$ cat src/rtl/fetch_prefetch_unit.sv
// Fetch front end: owns the PC, issues word fetches and buffers
// in-order responses in a prefetch FIFO feeding decode.
module fetch_prefetch_unit #(
  parameter int unsigned DEPTH    = 4,
  parameter logic [63:0] RESET_PC = 64'h0
) (
  input  logic        clk,
  input  logic        reset,
  output logic        imem_req_valid,
  input  logic        imem_req_ready,
  output logic [63:0] imem_req_addr,
  input  logic        imem_rsp_valid,
  input  logic [31:0] imem_rsp_data,
  input  logic        redirect_valid,
  input  logic [63:0] redirect_pc,
  output logic        out_valid,
  output logic [31:0] out_instr,
  output logic [63:0] out_pc,
  input  logic        out_ready
);
  localparam int unsigned CW = $clog2(DEPTH + 1);
  localparam int unsigned AW = $clog2(DEPTH);
  typedef logic [CW-1:0] cnt_t;
  typedef logic [AW-1:0] ptr_t;

  logic [63:0] pc_q, pc_d;
  logic [63:0] tag_q, tag_d;
  cnt_t        count_q, count_d;
  cnt_t        inflight_q, inflight_d;
  cnt_t        discard_q, discard_d;
  ptr_t        rd_q, rd_d;
  ptr_t        wr_q, wr_d;
  logic [31:0] instr_q [DEPTH];
  logic [31:0] instr_d [DEPTH];
  logic [63:0] apc_q [DEPTH];
  logic [63:0] apc_d [DEPTH];

  logic [CW:0] credit;
  logic        req_fire;
  logic        push;
  logic        pop;
  logic [63:0] tgt;

  assign credit = {1'b0, count_q} + {1'b0, inflight_q};
  assign imem_req_valid = !reset && !redirect_valid
                          && (credit < (CW+1)'(DEPTH));
  assign imem_req_addr = pc_q;
  assign req_fire = imem_req_valid && imem_req_ready;

  assign out_valid = (count_q != '0);
  assign out_instr = instr_q[rd_q];
  assign out_pc    = apc_q[rd_q];
  assign pop       = out_valid && out_ready;

  // Responses owed to a pre-redirect stream never enter the FIFO
  assign push = imem_rsp_valid && (discard_q == '0)
                && !redirect_valid;
  assign tgt  = {redirect_pc[63:2], 2'b00};

  always_comb begin
    pc_d       = pc_q;
    tag_d      = tag_q;
    count_d    = count_q;
    discard_d  = discard_q;
    rd_d       = rd_q;
    wr_d       = wr_q;
    instr_d    = instr_q;
    apc_d      = apc_q;
    inflight_d = inflight_q + cnt_t'(req_fire)
                 - cnt_t'(imem_rsp_valid);
    if (redirect_valid) begin
      pc_d      = tgt;
      tag_d     = tgt;
      count_d   = '0;
      rd_d      = '0;
      wr_d      = '0;
      discard_d = inflight_q - cnt_t'(imem_rsp_valid);
    end else begin
      if (req_fire) pc_d = pc_q + 64'd4;
      if (imem_rsp_valid && (discard_q != '0))
        discard_d = discard_q - cnt_t'(1);
      if (push) begin
        instr_d[wr_q] = imem_rsp_data;
        apc_d[wr_q]   = tag_q;
        tag_d         = tag_q + 64'd4;
        wr_d          = wr_q + ptr_t'(1);
      end
      if (pop) rd_d = rd_q + ptr_t'(1);
      count_d = count_q + cnt_t'(push) - cnt_t'(pop);
    end
  end

  always_ff @(posedge clk) begin
    if (reset) begin
      pc_q       <= RESET_PC;
      tag_q      <= RESET_PC;
      count_q    <= '0;
      inflight_q <= '0;
      discard_q  <= '0;
      rd_q       <= '0;
      wr_q       <= '0;
      instr_q    <= '{default: '0};
      apc_q      <= '{default: '0};
    end else begin
      pc_q       <= pc_d;
      tag_q      <= tag_d;
      count_q    <= count_d;
      inflight_q <= inflight_d;
      discard_q  <= discard_d;
      rd_q       <= rd_d;
      wr_q       <= wr_d;
      instr_q    <= instr_d;
      apc_q      <= apc_d;
    end
  end

  rsp_needs_inflight: assert property (
    @(posedge clk) disable iff (reset)
    imem_rsp_valid |-> (inflight_q != '0));

endmodule

$ cat config.mk
export PLATFORM = sky130hd
export DESIGN_NAME = fetch_prefetch_unit
export DESIGN_NICKNAME = d
export VERILOG_FILES = /design/src/rtl/fetch_prefetch_unit.sv
export SDC_FILE = /design/constraint.sdc
export NUM_CORES = 1
export LEC_CHECK = 0
export ABC_CLOCK_PERIOD_IN_PS = 5310
export BUFFER_PORTS_ARGS = -buffer_cell sky130_fd_sc_hd__buf_4
export CORE_ASPECT_RATIO = 1.2
export CORE_UTILIZATION = 35
export DETAILED_ROUTE_END_ITERATION = 10
export SLEW_MARGIN = 20
export SYNTH_ARGS = -nofsm -noshare
export SYNTH_HDL_FRONTEND = slang
export SYNTH_SLANG_ARGS = --single-unit
$ cat constraint.sdc
create_clock -name clk -period 5.31 [get_ports clk]
set_input_delay 1.062 -clock clk [delete_from_list [all_inputs] [get_ports clk]]
set_output_delay 1.062 -clock clk [all_outputs]
set_load 0.01 [all_outputs]
==> qor.yml <==
ir_drop_v: 0.0002335
fmax_ghz: 0.2617
cts.sinks: 513
p_sw_share_pct: 25.48
hold_path_depth: 2
insertedDiodeCount: 0
syn_area_per_cell_um2: 8.204
setup-violations-final: 0
grt_usage_pct: 21.37
finalHoldViolCount: 0
async_reset_ff_share_pct: 0
post_cts_resized: 0
max_slew_margin_pct: 22.06
final_cell_mix: "nand2_1 (843), dfxtp_1 (511), a21oi_1 (434), buf_4 (283), nor2_1 (110)"
seqPwrFrac_pct: 46.2
worstMarginPinSlew_ns: 1.169
vias: 20290
htreeDepth: 2
cts_buffers: 55
dpl.hpwl_um: 46970
hold_path.class: "flip-flop to flip-flop"
grt_pass1_wl_um: 113900
initial_core_util_pct: 35.57
yosys_warnings: 0
path_clk_slew_ns: 0.06
slew_viol_final: 0
synth-main-ff-cell: "dfxtp_1"
grt_pass1_vias: 19340
yosysUniqueCellTypes: 69
min_period_ns: 3.821
yosys.area.top_type: "dfxtp_1"
path_class: "flip-flop to output port"
netlist_area_um2: 23100
final_nets: 3032
die_w_um: 236.5
clk_root_buffer_cell: "clkbuf_16"
viasPerCell: 5.361
syn_to_final_growth_pct: 18.43
p_int_w: 0.006686
status: "complete, no violations"
placed_area_um2: 25490
worst_skew_pair.late_latency_ns: 0.62
start_kind: "flip-flop"
dieHeight_um: 283.4
synth-edff-count: 0
finalWirelength_um: 73590
drt_iter0_drc: 1475
yosys-top-cells-area: "dfxtp_1 (44%), nand2_1 (14%), a21oi_1 (9.4%)"
fin_skew_ns: 0.02304
yosysTopAreaCellShare_pct: 44.45
final_util_pct: 42.12
post-route-period-util_pct: 71.95
clock_power_share_pct: 44.5
end_kind: "output port"
grt_start_max_net_pins: 216
p_per_area_nw_per_um2: 327.9
drive_gt1_share_pct: 16.83
drc: 0
ios: 264
dieArea_um2: 67050
setup_ws_ns: 1.489
gp_congestion: 0.8756
final_common_cell: "nand2_1"
num_rows: 102
cap_violations: 0
critPathArrivalTime_ns: 2.76
avgRoutedWirePerCell_um: 19.44
cp_max_fo: 30
cts_tree: "built"
cts_hold_buf: 0
reg2reg_depth: 13
p_leak_nw: 9.351
fin_area_um2: 27360
core_area_um2: 64960
syn_inst: 2816
synth_seq_area_share_pct: 44.45
p_switching_w: 0.002286
setup-tns-final_ns: 0
grt_overflow: 0
crit_required_ns: 4.25
ant_nets: 0
drt-pass1-iter-count: 6
pre_cts_slack_ns: 1.645
antenna_found_initial: 0
ys_seq_elements: 513
cts_setup_buffers: 0
power_frac_comb_pct: 9.3
io_buffers: 257
rsz0062_at_grt: "false"
cts_buffer_depth: 3
[cells by family after synthesis]
family / Yosys count / share of synthesized area (%)
AND/OR/NAND/NOR: 1219 / 22.84
AO/OA/AOI/OAI: 593 / 14.16
flip-flops: 513 / 44.45
buffers and inverters: 286 / 4.804
multiplexers: 100 / 9.429
XOR/XNOR: 86 / 3.260
adder cells (fa/ha/maj): 18 / 1.040
other: 1 / 0.01623
[synthesized netlist by cell type, types with 9 or more instances]
cell,instances
a211oi_1,30
a21boi_0,9
a21oi_1,434
a22oi_1,9
a31oi_1,22
and2_1,13
and3_1,28
and4_1,14
buf_1,34
buf_2,10
clkbuf_1,204
dfxtp_1,513
ha_1,16
inv_1,32
mux4_2,94
nand2_1,847
nand3_1,65
nand4_1,37
nor2_1,110
nor3_1,33
nor4_1,19
o21ai_0,32
o22ai_1,13
or3_1,16
xnor2_1,50
xor2_1,36
[critical path, cell delays in order, from the launching register on]
cell	delay (ns)
dfxtp_4	0.82
buf_4	0.51
mux4_2	0.61
buf_4	0.17
[state kept, by name, summed over array words and instances (netlist names)]
name,count
tag_q,62
imem_req_addr,62
discard_q,3
count_q,3
inflight_q,3
instr_q,128
wr_q,2
rd_q,2
apc_q,248
[layer usage]
| metal | vias to the layer above | share of wire, % | track usage [%] |
|---|---|---|---|
| li1 | 9832 | - | - |
| met2 | 680 | 47 | 35.09 |
| met5 | - | 0 | 0 |
| met1 | 9677 | 45 | 29.33 |
| met4 | 0 | 2.4 | 5.779 |
| met3 | 103 | 5.7 | 2.840 |
[worst paths after layout]
check	startpoint	to	slack, ns
max	rd_q[0]$_SDFFE_PP0P_	out_pc[24]	1.49
min	apc_q[2]$_SDFFE_PP0P_	apc_q[2]$_SDFFE_PP0P_	0.45
max reg2reg	discard_q[0]$_SDFFE_PP0P_	count_q[2]$_SDFF_PP0_	2.20
min reg2reg	apc_q[2]$_SDFFE_PP0P_	apc_q[2]$_SDFFE_PP0P_	0.45
[power groups by stage]
stage | clock network (W) | registers [W] | logic, W
CTS | 0.00408 | 0.00414 | 0.000837
detailed placement | 0 | 0.00422 | 0.000833
global placement | 0 | 0.00422 | 0.000827
finish | 0.00399 | 0.00415 | 0.000832
floorplan | 0 | 0.00414 | 0.000528
global route | 0.00424 | 0.00416 | 0.000905
[layout make-up]
class / instances / area, um^2
Timing Repair Buffer: 290 / 2260
Inverter: 32 / 122.6
Clock buffer: 85 / 1652
Clock inverter: 13 / 217.7
Fill cell: 6535 / 37600
Sequential cell: 513 / 10280
Tap cell: 832 / 1041
Multi-Input combinational cell: 2020 / 11790
[per-stage QoR]
step | std cells | hold WS (ns) | power, W
after floorplan | 2819 | 0.4331 | 0.004667
after global placement | 3687 | 0.4385 | 0.005052
after detailed placement | 3687 | 0.4431 | 0.005057
after CTS | 3785 | 0.4514 | 0.009054
after global routing | 3785 | 0.4667 | 0.009308
final | 3785 | 0.4495 | 0.008972
No activity file was read; power rests on OpenSTA's default activity.
